==> src/rtl/seq_div4_if.sv <==
// seq_div4 request/result bundle: start with operands in, busy/done with quotient, remainder and divide-by-zero flag out.
interface seq_div4_if #(parameter int WIDTH = 4);
  logic             start;
  logic [WIDTH-1:0] dividend;
  logic [WIDTH-1:0] divisor;
  logic             busy;
  logic             done;
  logic [WIDTH-1:0] quotient;
  logic [WIDTH-1:0] remainder;
  logic             div_by_zero;

  modport master (
    output start, dividend, divisor,
    input  busy, done, quotient, remainder, div_by_zero
  );

  modport slave (
    input  start, dividend, divisor,
    output busy, done, quotient, remainder, div_by_zero
  );
endinterface

==> src/rtl/seq_div4.sv <==
// seq_div4: restoring divider, one quotient bit per clock, result WIDTH+1 cycles after an accepted start; start ignored while busy.
// Optional SEQDIV_DBZ_EN: a zero divisor skips RUN and reports div_by_zero one cycle after start.
module seq_div4 #(
  parameter int WIDTH = 4
) (
  input logic      clk,
  input logic      rst,
  seq_div4_if.slave bus
);
  localparam int CW = $clog2(WIDTH + 1);

  typedef enum logic [1:0] {
    IDLE = 2'd0,
    RUN  = 2'd1,
    DONE = 2'd2
  } state_t;

  state_t state, state_nxt;

  logic [CW-1:0]    cnt;
  logic [WIDTH:0]   p_r;
  logic [WIDTH-1:0] opr_r;
  logic [WIDTH-1:0] dvs_r;
  logic [WIDTH-1:0] quo_r;
  logic [WIDTH-1:0] rem_r;

  logic [2*WIDTH:0] sh;
  logic [WIDTH:0]   p_sh;
  logic [WIDTH-1:0] opr_sh;
  logic [WIDTH:0]   b_n;
  logic [WIDTH:0]   pr;
  logic [WIDTH:0]   c;
  logic [WIDTH:0]   trial;
  logic [WIDTH:0]   p_nxt;
  logic [WIDTH-1:0] opr_nxt;

  logic accept;
  logic last;
  logic dbz_cap;
  logic busy_c;
  logic done_c;

  assign accept = (state != RUN) && bus.start;
  assign last   = (state == RUN) && (cnt == CW'(WIDTH - 1));

`ifdef SEQDIV_DBZ_EN
  assign dbz_cap = accept && (bus.divisor == '0);
`else
  assign dbz_cap = 1'b0;
`endif

  always_ff @(posedge clk or posedge rst) begin
    if (rst) state <= IDLE;
    else     state <= state_nxt;
  end

  always_comb begin
    state_nxt = state;
    busy_c    = 1'b0;
    done_c    = 1'b0;
    case (state)
      IDLE: begin
        if (bus.start) state_nxt = dbz_cap ? DONE : RUN;
      end
      RUN: begin
        busy_c = 1'b1;
        if (last) state_nxt = DONE;
      end
      DONE: begin
        done_c = 1'b1;
        if (bus.start) state_nxt = dbz_cap ? DONE : RUN;
        else           state_nxt = IDLE;
      end
      default: state_nxt = IDLE;
    endcase
  end

  // Trial subtract P_shifted - divisor as P_shifted + ~divisor + 1 with a generate/propagate carry chain.
  always_comb begin
    sh     = {p_r, opr_r} << 1;
    p_sh   = sh[2*WIDTH:WIDTH];
    opr_sh = sh[WIDTH-1:0];
    b_n    = ~{1'b0, dvs_r};
    pr     = p_sh ^ b_n;
    c      = '0;
    c[0]   = 1'b1;
    for (int i = 0; i < WIDTH; i++) begin
      c[i+1] = (p_sh[i] & b_n[i]) | (pr[i] & c[i]);
    end
    trial   = pr ^ c;
    p_nxt   = trial[WIDTH] ? p_sh : trial;
    opr_nxt = opr_sh | {{(WIDTH-1){1'b0}}, ~trial[WIDTH]};
  end

`ifdef SEQDIV_DBZ_EN
  logic dbz_r;
`endif

  always_ff @(posedge clk or posedge rst) begin
    if (rst) begin
      p_r   <= '0;
      opr_r <= '0;
      dvs_r <= '0;
      cnt   <= '0;
      quo_r <= '0;
      rem_r <= '0;
`ifdef SEQDIV_DBZ_EN
      dbz_r <= 1'b0;
`endif
    end else if (accept) begin
      p_r   <= '0;
      opr_r <= bus.dividend;
      dvs_r <= bus.divisor;
      cnt   <= '0;
`ifdef SEQDIV_DBZ_EN
      dbz_r <= dbz_cap;
      if (dbz_cap) begin
        quo_r <= '1;
        rem_r <= bus.dividend;
      end
`endif
    end else if (state == RUN) begin
      p_r   <= p_nxt;
      opr_r <= opr_nxt;
      cnt   <= cnt + 1'b1;
      if (last) begin
        quo_r <= opr_nxt;
        rem_r <= p_nxt[WIDTH-1:0];
      end
    end
  end

  assign bus.busy      = busy_c;
  assign bus.done      = done_c;
  assign bus.quotient  = quo_r;
  assign bus.remainder = rem_r;
`ifdef SEQDIV_DBZ_EN
  assign bus.div_by_zero = dbz_r;
`else
  assign bus.div_by_zero = 1'b0;
`endif
endmodule
==> src/flat_wrapper.sv <==
// flat-port wrapper written by rule: the top's interface ports become plain ports
module seq_div4_flat 
#(
  parameter int WIDTH = 4
)
  (clk, rst, bus_start, bus_dividend, bus_divisor, bus_busy, bus_done, bus_quotient, bus_remainder, bus_div_by_zero);
  seq_div4_if #(.WIDTH(WIDTH)) bus_i ();
  input logic clk;
  input logic rst;
  input wire logic [$bits(bus_i.start)-1:0] bus_start;
  input wire logic [$bits(bus_i.dividend)-1:0] bus_dividend;
  input wire logic [$bits(bus_i.divisor)-1:0] bus_divisor;
  output wire logic [$bits(bus_i.busy)-1:0] bus_busy;
  output wire logic [$bits(bus_i.done)-1:0] bus_done;
  output wire logic [$bits(bus_i.quotient)-1:0] bus_quotient;
  output wire logic [$bits(bus_i.remainder)-1:0] bus_remainder;
  output wire logic [$bits(bus_i.div_by_zero)-1:0] bus_div_by_zero;
  assign bus_i.start = bus_start;
  assign bus_i.dividend = bus_dividend;
  assign bus_i.divisor = bus_divisor;
  assign bus_busy = bus_i.busy;
  assign bus_done = bus_i.done;
  assign bus_quotient = bus_i.quotient;
  assign bus_remainder = bus_i.remainder;
  assign bus_div_by_zero = bus_i.div_by_zero;
  seq_div4 #(.WIDTH(WIDTH)) u_core (.clk(clk), .rst(rst), .bus(bus_i));
endmodule
==> config.mk <==
export PLATFORM = sky130hd
export DESIGN_NAME = seq_div4_flat
export DESIGN_NICKNAME = d
export VERILOG_FILES = /design/src/rtl/seq_div4_if.sv /design/src/rtl/seq_div4.sv /design/src/flat_wrapper.sv
export SDC_FILE = /design/constraint.sdc
export NUM_CORES = 1
export LEC_CHECK = 0
export BUFFER_PORTS_ARGS = -buffer_cell sky130_fd_sc_hd__buf_2
export CAP_MARGIN = 20
export CORE_AREA = 2 2 51 53
export CTS_CLUSTER_DIAMETER = 120
export CTS_CLUSTER_SIZE = 12
export DETAILED_ROUTE_END_ITERATION = 16
export DIE_AREA = 0 0 53 55
export PLACE_DENSITY = 0.73
export SLEW_MARGIN = 0
export SYNTH_ARGS = -nofsm -noshare
export SYNTH_HDL_FRONTEND = slang
export SYNTH_SLANG_ARGS = --single-unit
==> constraint.sdc <==
create_clock -name clk -period 2.9 [get_ports clk]
set_input_delay 0.58 -clock clk [delete_from_list [all_inputs] [get_ports clk]]
set_output_delay 0.58 -clock clk [all_outputs]
set_load 0.02 [all_outputs]
# Word level (Yosys, flattened, before mapping)
# Index checks and enable logic that the tools add are counted.
# word_totals
register_bits	25
input_bits	11
out_inout_bits	11
elab_cells	50
# op_classes
n_addsub	1
n_eq_ne	6
mux	13
n_bitwise	17
n_reduce_logical	6
# ops
op	count
two-way mux 4 bit	5
bitwise XOR 5 bit	2
bitwise AND 1 bit	7
two-way mux 3 bit	2
one-hot mux 2 bit (3 select lines)	1
NOT 4 -> 5 bit	1
two-way mux 2 bit	2
!= test 2 x 1 -> 1 bit (second input constant)	2
OR 1 bit	4
OR 4 x 1 -> 4 bit	1
adder 3 x 1 -> 3 bit (second input constant)	1
equality test 3 x 2 -> 1 bit (second input constant)	1
two-way mux 1 bit	3
AND reduction 3 bit	1
equality test 2 x 1 -> 1 bit (second input constant)	1
equality test 2 bit (second input constant)	1
logical AND 1 bit	2
zero test 2 bit	1
!= test 2 bit (second input constant)	1
NOT 1 bit	2
AND reduction 2 bit	1
nonzero test 2 bit	1

# Longest topological paths before layout
# depth
word_depth	14
mapped_depth	10
ltp_nobuf	10

# Worst setup path before layout
# Ideal clock, no wire load.
# synth_path
kind	reg-to-reg
from	reg u_core.opr_r[3]
to	reg u_core.rem_r[3] (netlist: u_core.bus.remainder[3])
setup_ns	0.074
arrival_ns	2.210
slack_ns	0.616
stages_incl_launch_ff	11
path_buffers	0
cell_sequence	dfrtp_1 -> inv_1 -> ha_1 -> inv_1 -> fa_1 -> fa_1 -> inv_1 -> fa_1 -> xnor2_2 -> mux2_4 -> o21ai_2
# synth_via
elab_chain_cells	10
word_cells_on_any_way	11
classes_between	mux: 1; bitwise: 10
# synth_rtl
element	line_no	rtl
from (decl)	seq_div4.sv:22	logic [WIDTH-1:0] opr_r;
from (signal assigned)	seq_div4.sv:112	opr_r <= bus.dividend;
from (signal assigned)	seq_div4.sv:124	opr_r <= opr_nxt;
bitwise AND 1 bit / bitwise XOR 5 bit (equally long branches)	seq_div4.sv:88, seq_div4.sv:84	
OR 1 bit (*)	seq_div4.sv:88	c[i+1] = (p_sh[i] & b_n[i]) | (pr[i] & c[i]);
bitwise AND 1 bit (*)	seq_div4.sv:88	
OR 1 bit (*)	seq_div4.sv:88	
bitwise AND 1 bit (*)	seq_div4.sv:88	
OR 1 bit (*)	seq_div4.sv:88	
bitwise AND 1 bit	seq_div4.sv:88	
OR 1 bit	seq_div4.sv:88	
bitwise XOR 5 bit (*)	seq_div4.sv:90	trial = pr ^ c;
two-way mux 4 bit (*)	seq_div4.sv:91	p_nxt = trial[WIDTH] ? p_sh : trial;
to (signal assigned)	seq_div4.sv:128	rem_r <= p_nxt[WIDTH-1:0];
to (decl)	seq_div4.sv:25	logic [WIDTH-1:0] rem_r;
# Every way passes the cells marked *; elsewhere a longest branch is shown, timed or not.
# A chain may end at the register's enable or synchronous reset.

# Final worst setup path
# Ends and elaborated chain as after synthesis.

==> results.txt <==
- Synthesized netlist cell count: 101
* Placer congestion estimate: 0.713
- Dividing total power by cell area gives a power density of 1210 nW/um2.
* Total Negative Setup Slacks: 0 ps
* Buffer depth of the longest clock path: 2
* Cts hold-fix bufs: 0
- I/O pins: 22
- TritonCTS clock tree: built
- Post-layout net count: 139
* Count of fill cells added during filler insertion: 226
- Routed WL per cell: 13.2 um
- Number of cells on the worst reg-to-reg path: 10
- Leading post-synthesis cells by cell area: sky130_fd_sc_hd__dfrtp_1 (53%), sky130_fd_sc_hd__mux2_1 (6.7%), sky130_fd_sc_hd__fa_1 (5.1%), sky130_fd_sc_hd__mux2i_1 (5.1%), sky130_fd_sc_hd__o21ai_1 (4.7%)
- Seq/Total Area, Yosys: 0.530
- For this run, global-route usage on met3 was measured as 0.0188.
* Buffers inserted by post-CTS timing repair: 0
- For flop-to-flop paths, the worst setup slack is 420 ps.
* Global-route wire length before repair: 3420 um
- Core box area: 2360 um2
- Horiz. Die Dim: 53 um
- GRT Max-Usage Layer: met2
* Largest area contributor in the synthesized netlist: sky130_fd_sc_hd__dfrtp_1
- Reg2reg start: u_core.opr_r[3]$_DFFE_PP0P_
- GRT Total Usage: 0.171
* Largest net degree at the start of global routing: 26
* Yosys cell types: 20
- Across the run, the number of max-cap violations was 0.
* Average cell area after synthesis: 11.7 um2
- Number of vias per cell: 5.06
* Relative slew slack: 0.375
- The number of nets in the synthesized netlist is 118.
- Post-CTS repair changed the size of 0 cells.
* Proportion of netlist area held by the largest area contributor: 0.530
* Final global-route overflow total: 0
* Final Cycle Share: 0.855
- H-tree level count: 1
- Critical R2R Capture: u_core.bus.remainder[3]$_DFFE_PP0P_
- Data on the critical path is required at its endpoint by 3140 ps.
- Cell with the biggest individual delay on the critical path: sky130_fd_sc_hd__dfrtp_1
- HPWL after detailed placement: 1500 um
- Number of hold-slack violations in the final timing report: 0
* Max Fclk: 0.403 GHz
* Global-route met2 utilization: 0.292
- OpenSTA, run right after detailed placement, puts the worst setup slack at 429 ps.
* Clock input transition at the sequential cells of the worst setup and hold paths: 130 ps
* IO buf count: 20
- Setup violations remaining at the end of the flow were counted as 0.
* Result of the run: finished, final reports clean
* Final antenna-violating net count: 0
- Pins Over Slew Limit: 0
- Routed Wire Length: 1990 um
- After layout, the worst setup slack is 419 ps.
- Router iterations before antenna repair: 2
- The final route contains 764 vias.
* Count of antenna diodes in the layout: 0
- The worst setup path is of the register to register kind.
- Of all flip-flops after synthesis, the portion carrying an async set or reset was 1.00.
- Worst-margin pin slew: 937 ps
- Root Buffer: sky130_fd_sc_hd__clkbuf_4
- Traced cell by cell, the critical path runs through inv_1 > ha_1 > inv_1 > fa_1 > fa_1 > inv_1 > fa_1 > xnor2_2 > mux2_4 > o21ai_2.
- Number of buffers added by the clock tree synthesis step: 3
- Setup repair after global routing missed its margin: false
- For this run, the number of Yosys warnings is 0.
- Clock skew on the completed layout was measured at 2.17 ps.
- Global Route met1 Usage: 0.201
- Crit end category: register
- Leakage power figure: 0.676 nW
* Number of global-route vias before repair: 789
- Layout overhead on the synthesized area: 12.2%
- DIE HEIGHT: 55 um
* Count of flip-flops with a built-in enable after synthesis: 0
* CTS sink cnt: 25
- After floorplanning, the core was divided into 18 placement rows.
- Number of DRC markers in iteration 0: 2
- Slowest cell delay on critical path: 400 ps
* Hold/Removal Path Class: primary input to asynchronous set/reset pin
- Critical path data arrival time: 2720 ps
- Die footprint: 2920 um2
- Maximum fanout encountered on the critical timing path: 6
* Startpoint types: register
- Worst skew pair latency: 310 ps
- Subtracting the final worst setup slack from the clock period gives 2480 ps.
- The initial antenna violation count was 0.
* Max rail drop VDD: 0.625 mV
- Most used flip-flop cell after synthesis: sky130_fd_sc_hd__dfrtp_1
- The synthesized netlist occupies a cell area of 1180 um2.
- Initial cell density of the core: 0.499
- In the routed design, unresolved DRC markers number 0.
- Count of state elements after synthesis: 25
* Layout cells sized above 1: 0.281
## final cells by class
type / count / area (um2) / area share
clock buffers: 4 / 26.3 / 0.0198
inverters: 11 / 41.3 / 0.0312
multi-input cells: 60 / 485 / 0.367
flip-flops and latches: 25 / 626 / 0.473
well taps: 30 / 37.5 / 0.0284
repair buffers: 21 / 108 / 0.0813
## metal layers
metal	vias up	routed length (um)
li1	372	-
met1	369	858
met2	17	1010
met3	6	62
met4	0	63
met5	-	0
## synthesized netlist by cell type, types with 3 or more instances
cell	number
sky130_fd_sc_hd__mux2_1	7
sky130_fd_sc_hd__fa_1	3
sky130_fd_sc_hd__inv_1	8
sky130_fd_sc_hd__o21ai_1	11
sky130_fd_sc_hd__nand3_1	7
sky130_fd_sc_hd__dfrtp_1	25
sky130_fd_sc_hd__mux2_4	3
sky130_fd_sc_hd__o21ai_2	3
sky130_fd_sc_hd__buf_2	4
sky130_fd_sc_hd__inv_2	3
sky130_fd_sc_hd__mux2i_1	6
sky130_fd_sc_hd__ha_1	3
sky130_fd_sc_hd__nand2_1	11
## report_power, final
part | leakage [nW] | switching [mW] | internal (mW)
registers | 0.311 | 0.101 | 0.512
logic | 0.350 | 0.468 | 0.370
clock network | 0.0150 | 0.101 | 0.0538
total | 0.676 | 0.669 | 0.936
## kinds of logic (layout without fill, tap and decap cells)
logic type	Yosys count	count (layout)	share of synthesized area
XOR/XNOR	1	1	0.0138
flip-flops	25	25	0.530
adder cells (fa/ha/maj)	6	6	0.0827
other	1	1	0.00318
buffers and inverters	16	36	0.0583
multiplexers	16	16	0.156
AO/OA/AOI/OAI	15	15	0.0742
AND/OR/NAND/NOR	21	21	0.0817
## worst max-delay path, delay by kind of cell (launching register included)
kind            cells  cell delay, ps
fa+ha+maj           4            1100
flops               1             400
mux                 1             350
xor+xnor            1             220
buf+inv             3             210
compound gates      1             130
## worst max path at each step
stage | start | end | slack [ps] | cells after the start
after global placement | u_core.opr_r[3]$_DFFE_PP0P_ | u_core.bus.remainder[3]$_DFFE_PP0P_ | 560 | 10
after global routing | u_core.opr_r[3]$_DFFE_PP0P_ | u_core.bus.remainder[2]$_DFFE_PP0P_ | 280 | 10
after floorplan | u_core.opr_r[3]$_DFFE_PP0P_ | u_core.bus.remainder[3]$_DFFE_PP0P_ | 620 | 10
after detailed placement | u_core.opr_r[3]$_DFFE_PP0P_ | u_core.bus.remainder[3]$_DFFE_PP0P_ | 430 | 10
final | u_core.opr_r[3]$_DFFE_PP0P_ | u_core.bus.remainder[3]$_DFFE_PP0P_ | 420 | 10
after CTS | u_core.opr_r[3]$_DFFE_PP0P_ | u_core.bus.remainder[3]$_DFFE_PP0P_ | 410 | 10
## registers in the layout (all words and copies together), names as in the netlist
name and cells:
u_core.bus.quotient 4, u_core.bus.remainder 4, u_core.dvs_r 4, u_core.opr_r 4, u_core.p_r 4, u_core.cnt 3, u_core.state 2
## placed cells by master (no fill, tap or decap), drive strengths merged, types with 3 or more instances in the layout
master	instances
dfrtp	25
buf	21
o21ai	14
nand2	11
inv	11
mux2	10
nand3	7
mux2i	6
clkbuf	4
fa	3
ha	3
## per-stage QoR
stage | utilization | power [mW] | hold WS, ps | area [um2] | std cells
detailed placement | 0.549 | 1.48 | 468 | 1300 | 147
global route | 0.560 | 1.74 | 461 | 1320 | 151
global placement | 0.549 | 1.42 | 463 | 1300 | 147
finish | 0.560 | 1.61 | 450 | 1320 | 151
floorplan | - | 1.26 | 454 | 1180 | 101
CTS | 0.560 | 1.63 | 462 | 1320 | 151
No activity file was read; power rests on OpenSTA's default activity.
